[config.mk]
export PLATFORM = sky130hd
export DESIGN_NAME = alu_sequencer
export DESIGN_NICKNAME = d
export VERILOG_FILES = /design/src/rtl/alu_sequencer.sv
export SDC_FILE = /design/constraint.sdc
export NUM_CORES = 1
export LEC_CHECK = 0
export ABC_AREA = 1
export CELL_PAD_IN_SITES_DETAIL_PLACEMENT = 0
export CELL_PAD_IN_SITES_GLOBAL_PLACEMENT = 2
export CORE_ASPECT_RATIO = 0.9
export CORE_MARGIN = 8
export CORE_UTILIZATION = 23
export DETAILED_ROUTE_END_ITERATION = 10
export HOLD_SLACK_MARGIN = 0.12
export MAX_ROUTING_LAYER = met4
export PLACE_DENSITY = 0.83
export RECOVER_POWER = 25
export SLEW_MARGIN = 20
export SYNTH_ARGS = -nofsm -noshare
export SYNTH_HDL_FRONTEND = slang
export SYNTH_SLANG_ARGS = --single-unit
[constraint.sdc]
create_clock -name Clk -period 1.8 [get_ports Clk]
set_input_delay 0.27 -clock Clk [delete_from_list [all_inputs] [get_ports Clk]]
set_output_delay 0.27 -clock Clk [all_outputs]
set_load 0.03 [all_outputs]
[src/rtl/alu_sequencer.sv]
// Multi-cycle sequencer: fetch, decode, operand read, ALU exec, store.
// Ports: Clk/Rst_n, Run, Imem*/Dmem* handshakes, Alu* drive/capture, Acc/Pc/StatusFlags/Busy/Retired.
module alu_sequencer #(
  parameter logic [7:0] RESET_PC = 8'h00
) (
  input  logic        Clk,
  input  logic        Rst_n,
  input  logic        Run,
  output logic        ImemReq,
  output logic [7:0]  ImemAddr,
  input  logic        ImemAck,
  input  logic [11:0] ImemData,
  output logic        DmemRd,
  output logic        DmemWr,
  output logic [7:0]  DmemAddr,
  output logic [7:0]  DmemWdata,
  input  logic        DmemAck,
  input  logic [7:0]  DmemRdata,
  output logic        AluEnable,
  output logic [3:0]  AluMode,
  output logic [7:0]  AluOperand1,
  output logic [7:0]  AluOperand2,
  output logic [3:0]  AluCflags,
  input  logic [7:0]  AluResult,
  input  logic [3:0]  AluFlags,
  output logic [7:0]  Acc,
  output logic [3:0]  StatusFlags,
  output logic [7:0]  Pc,
  output logic        Busy,
  output logic        Retired
);

  typedef enum logic [2:0] {
    S_IDLE, S_FETCH, S_DECODE,
    S_MEMRD, S_EXEC, S_MEMWR
  } state_e;

  state_e      state_q, state_d;
  logic [7:0]  pc_q, pc_d;
  logic [11:0] instr_q, instr_d;
  logic [7:0]  acc_q, acc_d;
  logic [7:0]  memop_q, memop_d;
  logic [7:0]  wb_q, wb_d;
  logic [3:0]  flags_q, flags_d;

  logic [3:0]  mode;
  logic        is_acc;
  logic        is_store;
  logic        flag_upd;

  assign mode = instr_q[11:8];

  always_comb begin
    is_acc   = 1'b0;
    is_store = 1'b0;
    flag_upd = 1'b0;
    unique case (mode)
      4'h2:             is_store = 1'b1;
      4'h8, 4'h9, 4'hF: begin
        is_acc   = 1'b1;
        flag_upd = 1'b1;
      end
      4'h0, 4'h1, 4'h4,
      4'h5, 4'h6, 4'h7: flag_upd = 1'b1;
      default:          ;
    endcase
  end

  always_comb begin
    state_d   = state_q;
    pc_d      = pc_q;
    instr_d   = instr_q;
    acc_d     = acc_q;
    memop_d   = memop_q;
    wb_d      = wb_q;
    flags_d   = flags_q;
    ImemReq   = 1'b0;
    DmemRd    = 1'b0;
    DmemWr    = 1'b0;
    AluEnable = 1'b0;
    Retired   = 1'b0;
    unique case (state_q)
      S_IDLE: begin
        if (Run) state_d = S_FETCH;
      end
      S_FETCH: begin
        ImemReq = 1'b1;
        if (ImemAck) begin
          instr_d = ImemData;
          pc_d    = pc_q + 8'd1;
          state_d = S_DECODE;
        end
      end
      S_DECODE: begin
        if (is_acc || is_store) state_d = S_EXEC;
        else                    state_d = S_MEMRD;
      end
      S_MEMRD: begin
        DmemRd = 1'b1;
        if (DmemAck) begin
          memop_d = DmemRdata;
          state_d = S_EXEC;
        end
      end
      S_EXEC: begin
        AluEnable = 1'b1;
        if (flag_upd) flags_d = AluFlags;
        if (is_store) begin
          wb_d    = AluResult;
          state_d = S_MEMWR;
        end else begin
          acc_d   = AluResult;
          Retired = 1'b1;
          state_d = Run ? S_FETCH : S_IDLE;
        end
      end
      S_MEMWR: begin
        DmemWr = 1'b1;
        if (DmemAck) begin
          Retired = 1'b1;
          state_d = Run ? S_FETCH : S_IDLE;
        end
      end
      default: state_d = S_IDLE;
    endcase
  end

  always_ff @(posedge Clk or negedge Rst_n) begin
    if (!Rst_n) begin
      state_q <= S_IDLE;
      pc_q    <= RESET_PC;
      instr_q <= '0;
      acc_q   <= '0;
      memop_q <= '0;
      wb_q    <= '0;
      flags_q <= '0;
    end else begin
      state_q <= state_d;
      pc_q    <= pc_d;
      instr_q <= instr_d;
      acc_q   <= acc_d;
      memop_q <= memop_d;
      wb_q    <= wb_d;
      flags_q <= flags_d;
    end
  end

  assign ImemAddr    = pc_q;
  assign DmemAddr    = instr_q[7:0];
  assign DmemWdata   = wb_q;
  assign AluMode     = mode;
  assign AluOperand1 = acc_q;
  assign AluOperand2 = memop_q;
  assign AluCflags   = flags_q;
  assign Acc         = acc_q;
  assign StatusFlags = flags_q;
  assign Pc          = pc_q;
  assign Busy        = (state_q != S_IDLE);

endmodule

==> results.yml, run 1 <==
worst_hold_path:
  hold_class: "register to register"
setup_path:
  crit_end: "ImemAddr[3]"
  r2r_end: "ImemAddr[0]$_DFFE_PN0P_"
  required_ns: 1.53
  r2r_start: "state_q[0]$_DFFE_PN0P_"
  cp_top_family: "buffers and inverters"
  endpoint_kind: "output port"
  ff2ff_setup_slack_ns: 0.31
  crit_cells: 1
  path_buf_inv: 1
  startpoint: "ImemAddr[3]$_DFFE_PN0P_"
  r2r_cells: 7
  cp_cell_sequence: "clkdlybuf4s50_1"
  path_max_fanout: 6
  startpoint_type: "register"
  worstPathArrival_ns: 1.46
  cp_slowest_stage_delay_ns: 0.72
  critPathKind: "register to output port"
  critPathSlowestCell: "clkdlybuf4s50_1"
timing:
  worst_pin_slew_ns: 1.25
  max_freq_ghz: 0.579
  finalClockSkew_ns: 0.00461
  period_share: 0.960
  fin_crit_ns: 1.73
  setup_viol: 0
  max_slew_margin: 0.169
  maxSlewViolCount: 0
  fin_hold_ws_ns: 0.484
  hold_viol: 0
  fin_ws_ns: 0.0718
placement:
  dp_hpwl_um: 5570
  place_ws_ns: 0.134
  portBuffers: 110
  gp_congestion: 0.719
  placed_cell_area_um2: 3630
route:
  first_pass_iters: 4
  drt-initial-drc-count: 139
  vias_per_cell: 4.07
  drc: 0
  wire_per_inst_um: 13.3
  ant_nets: 0
  routed_wl_um: 7050
  num_vias: 2154
clocking:
  cts_tree: "built"
  worstSkewPairLatency_ns: 0.29
  cts_buffer_depth: 2
  cts_root_buf: "clkbuf_16"
  cts.sinks: 51
  clkSlewWorstSetupHoldPaths_ns: 0.07
  htree_levels: 2
  numCtsBuffers: 5
floorplanning:
  io_pins: 111
  die-area_um2: 14400
  dieHeight_um: 115
  std_cell_rows: 36
  coreArea_um2: 10700
  die_w_um: 126
  start_util: 0.233
yosys:
  synth_top_family_by_area: "simple AND/OR/NAND/NOR gates"
  yosys.area_share.simple: 0.263
  avgSynthCellArea_um2: 8.50
  synthCells: 292
  syn_nets: 330
  synth_fa_ha_area_frac: 0.00504
  yosysUniqueCellTypes: 26
  syn_area_um2: 2480
  synth_compound_area_frac: 0.0796
  seq_area_frac_synth: 0.514
  synth_xor_area_frac: 0.0141
  yosysWarnings: 0
  ys_seq_elements: 51
  synthMuxAreaShare: 0
final_layout:
  drive_gt1_frac: 0.136
  multi_input_area_um2: 901
  area_growth_syn_to_layout_pct: 55.6
  nNetsFinal: 433
  regArea_um2: 1280
  design_area_um2: 3860
  fillers: 1107
  diodes: 0
grt:
  gr-total-overflow: 0
  grt_max_degree: 32
  grt_pass1_wl_um: 11400
  grt_pass1_vias: 2169
  track_usage: 0.101
  antenna_found_initial: 0
pwr:
  p_per_area_nw_per_um2: 1980
  ir_drop_mv: 0.564
  p_leak_nw: 1.84
flow_run:
  cap_violations: 0
run_status:
  outcome: "completed"
## cell usage after synthesis (all sizes together)
master | n | area [um^2]
nand3 | 19 | 105
o21ai | 25 | 185
nor3 | 2 | 21.3
dfrtp | 51 | 1280
ha | 1 | 12.5
xnor2 | 2 | 17.5
a21oi | 1 | 5.00
xor2 | 2 | 17.5
buf | 27 | 199
nand4 | 2 | 12.5
inv | 29 | 109
nand2 | 117 | 449
a21boi | 1 | 7.51
nor2 | 12 | 57.6
nand3b | 1 | 7.51
## tightest hold or removal path, cell delays in order, from the launching register on
cell and delay (ns):
dfrtp_1 0.35, nand2_1 0.05, nand2_1 0.05
## cells in the final DEF (no fill, tap or decap), types with 2 or more instances in the layout
cell type	n
dfrtp_1	50
nor2_1	9
clkdlybuf4s50_1	103
nand4_1	2
buf_4	12
inv_2	3
nand3_2	2
clkbuf_16	5
o21ai_0	9
buf_12	4
nand2_1	114
o21ai_2	16
nand3_1	17
nor2_2	2
inv_1	25
xnor2_1	2
xor2_1	2
nand2_2	2
## per-layer routing
metal,vias up,global-route usage,share of wire
li1,1091,-,-
met1,996,0.123,0.46
met2,63,0.158,0.48
met3,4,0.0289,0.056
met4,0,0.0316,0.0091
met5,-,-,0
## how the worst min path moves through the flow
stage	cells after the start	slack, ns	end	startpoint
2_1_floorplan	0	-0.03	Acc[0]$_DFFE_PN0P_	Rst_n
3_3_place_gp	1	0.28	AluCflags[2]$_DFFE_PN0P_	Rst_n
3_5_place_dp	1	0.28	AluCflags[2]$_DFFE_PN0P_	Rst_n
4_1_cts	2	0.49	AluOperand2[0]$_DFFE_PN0P_	AluOperand2[0]$_DFFE_PN0P_
5_1_grt	2	0.51	AluOperand2[4]$_DFFE_PN0P_	AluOperand2[4]$_DFFE_PN0P_
6_report	2	0.48	AluOperand2[7]$_DFFE_PN0P_	AluOperand2[7]$_DFFE_PN0P_
## flip-flops by register name, indices dropped and copies added (netlist names)
register / flops
AluOperand2: 8
Acc: 8
AluCflags: 4
instr_q: 12
state_q: 3
DmemWdata: 8
ImemAddr: 8
## repair_timing
| item | CTS | global route |
|---|---|---|
| endpoints found under the hold margin | 20 | 0 |
| setup buffers | 0 | 5 |
| gates resized for setup | 3 | 4 |
| setup endpoints to repair | 3 | 2 |
| cloned | 0 | 0 |
| pin swaps | 0 | 0 |
| hold buffers | 1 | 0 |
## report_power, final
group / switching (mW) / internal (mW) / leakage (nW)
Clock: 0.433 / 0.664 / 0.0844
Sequential: 0.420 / 1.66 / 0.616
Combinational: 2.63 / 1.83 / 1.14
## per-stage QoR
step                      std cells  utilization  setup TNS, ns  total power, mW
after CTS                       524        0.357              0             7.65
after global placement          515        0.340              0             6.49
after global routing            529        0.362      -0.000965             8.12
after detailed placement        515        0.340              0             6.52
after floorplan                 292            -              0             4.82
final                           529        0.362              0             7.63
## cell type report
cell class / instances / share of cell area
clock inverters: 3 / 0.0123
inverters: 29 / 0.0288
repair buffers: 123 / 0.319
multi-input cells: 185 / 0.233
flip-flops and latches: 51 / 0.331
well taps: 133 / 0.0431
clock buffers: 5 / 0.0324
## cell families after synthesis
logic type               count (synthesis)
AO/OA/AOI/OAI                           27
adder cells (fa/ha/maj)                  1
AND/OR/NAND/NOR                        153
XOR/XNOR                                 4
buffers and inverters                   56
flip-flops                              51
(Power assumes the default switching activity.)
==> inputs of run 2 (changes only) <==
--- a/config.mk
+++ b/config.mk
@@ -18,3 +18,2 @@
 export RECOVER_POWER = 25
-export SLEW_MARGIN = 20
 export SYNTH_ARGS = -nofsm -noshare
==> constraint.sdc (replaced) <==
create_clock -name Clk -period 1.8 [get_ports Clk]
set_input_delay 0.18 -clock Clk [delete_from_list [all_inputs] [get_ports Clk]]
set_output_delay 0.18 -clock Clk [all_outputs]
set_load 0.03 [all_outputs]
==> results.yml, run 2 (synthesis gave the netlist of run 1 again) <==
grt:
  grt_pass1_wl_um: 11500
  antenna_found_initial: 0
  gr-total-overflow: 0
  track_usage: 0.101
  grt_max_degree: 32
  grt_pass1_vias: 2198
placement:
  dp_hpwl_um: 5510
  gp_congestion: 0.737
  portBuffers: 110
  place_ws_ns: 0.104
  dp.cells: 516
  placed_cell_area_um2: 3630
final_layout:
  design_area_um2: 3820
  final_cell_mix: "nand2_1 (115), clkdlybuf4s50_1 (103), dfrtp_1 (50)"
  fin_util: 0.358
  nNetsFinal: 434
  final_cells: 530
  drive_gt1_frac: 0.131
  largest_reg_flops: 12
  top_register: "instr_q"
  diodes: 0
  final_common_cell: "nand2_1"
  area_growth_syn_to_layout_pct: 54.1
clocking:
  htree_levels: 2
  cts_tree: "built"
  cts_root_buf: "clkbuf_16"
  cts.sinks: 51
  cts_buffer_depth: 2
  clkSlewWorstSetupHoldPaths_ns: 0.07
  worstSkewPairLatency_ns: 0.29
  numCtsBuffers: 5
route:
  wire_per_inst_um: 13.1
  first_pass_iters: 4
  routed_wl_um: 6930
  vias_per_cell: 3.97
  drc: 0
  drt-initial-drc-count: 91
  ant_nets: 0
  num_vias: 2106
setup_path:
  required_ns: 1.62
  worstPathArrival_ns: 1.53
  path_max_fanout: 7
  cp_cell_sequence: "inv_2 > nand3_2 > inv_2 > buf_4 > nand2_4 > o21ai_0 > buf_4"
  startpoint_type: "register"
  critPathKind: "register to output port"
  critPathSlowestCell: "dfrtp_1"
  cp_slowest_stage_delay_ns: 0.42
  endpoint_kind: "output port"
timing:
  maxSlewViolCount: 0
  fin_ws_ns: 0.0880
  setup_viol: 0
  max_slew_margin: 0.181
  fin_crit_ns: 1.71
  period_share: 0.951
  hold_viol: 0
  fin_setup_tns_ns: 0
  finalClockSkew_ns: 0.00615
  fin_hold_ws_ns: 0.420
  max_freq_ghz: 0.584
  worst_pin_slew_ns: 1.23
flow_run:
  cap_violations: 0
pwr:
  p_leak_nw: 1.84
  ir_drop_mv: 0.686
  fin_total_pwr_mw: 7.46
  p_per_area_nw_per_um2: 1950
floorplanning:
  die-area_um2: 14400
  coreArea_um2: 10700
  start_util: 0.233
  dieHeight_um: 115
  io_pins: 111
  die_w_um: 126
  std_cell_rows: 36
run_status:
  outcome: "completed"
worst_hold_path:
  hold_class: "input port to register"
## run 2: worst max-delay path, delay by kind of cell (launching register included)
family | cells | cell delay, ns
buf+inv | 4 | 0.51
flops | 1 | 0.42
simple gates | 2 | 0.20
compound gates | 1 | 0.11
## run 2: timing repair
| item | CTS | global route |
|---|---|---|
| resized for setup | 5 | 2 |
| setup endpoints to repair | 5 | 2 |
| hold endpoints to repair | 20 | 0 |
| hold buffers | 1 | 0 |
| buffers inserted | 0 | 5 |
## run 2: cell type report
class                      count  area (um^2)
tap                          133          166
inverter                      29          109
fill                        1133         6850
timing repair buffer         124         1220
clock buffer                   8          156
multi-input combinational    185          898
sequential                    51         1280
## run 2: power by group
part / total (mW) / switching [mW] / internal (mW)
Clock: 1.01 / 0.415 / 0.593
Sequential: 2.08 / 0.423 / 1.66
Combinational: 4.37 / 2.60 / 1.77
## run 2: path summary, 6_finish.rpt
path | slack [ns] | cells past startpoint | endpoint | start
worst max-delay path | 0.09 | 7 | Retired | state_q[1]$_DFFE_PN0P_
worst min-delay path | 0.42 | 3 | instr_q[6]$_DFFE_PN0P_ | ImemData[6]
max in group asynchronous | 0.35 | 3 | state_q[2]$_DFFE_PN0P_ | Rst_n
min in group asynchronous | 0.68 | 2 | AluCflags[1]$_DFFE_PN0P_ | Rst_n
worst min register to register | 0.47 | 2 | AluOperand2[6]$_DFFE_PN0P_ | AluOperand2[6]$_DFFE_PN0P_
worst max register to register | 0.31 | 8 | ImemAddr[2]$_DFFE_PN0P_ | state_q[1]$_DFFE_PN0P_
## run 2: metal layers
layer,vias to the layer above,routed length [um],global-route usage
met5,-,0,-
met2,56,3160,0.155
li1,1092,-,-
met3,6,362,0.0265
met1,952,3290,0.126
met4,0,105,0.0365
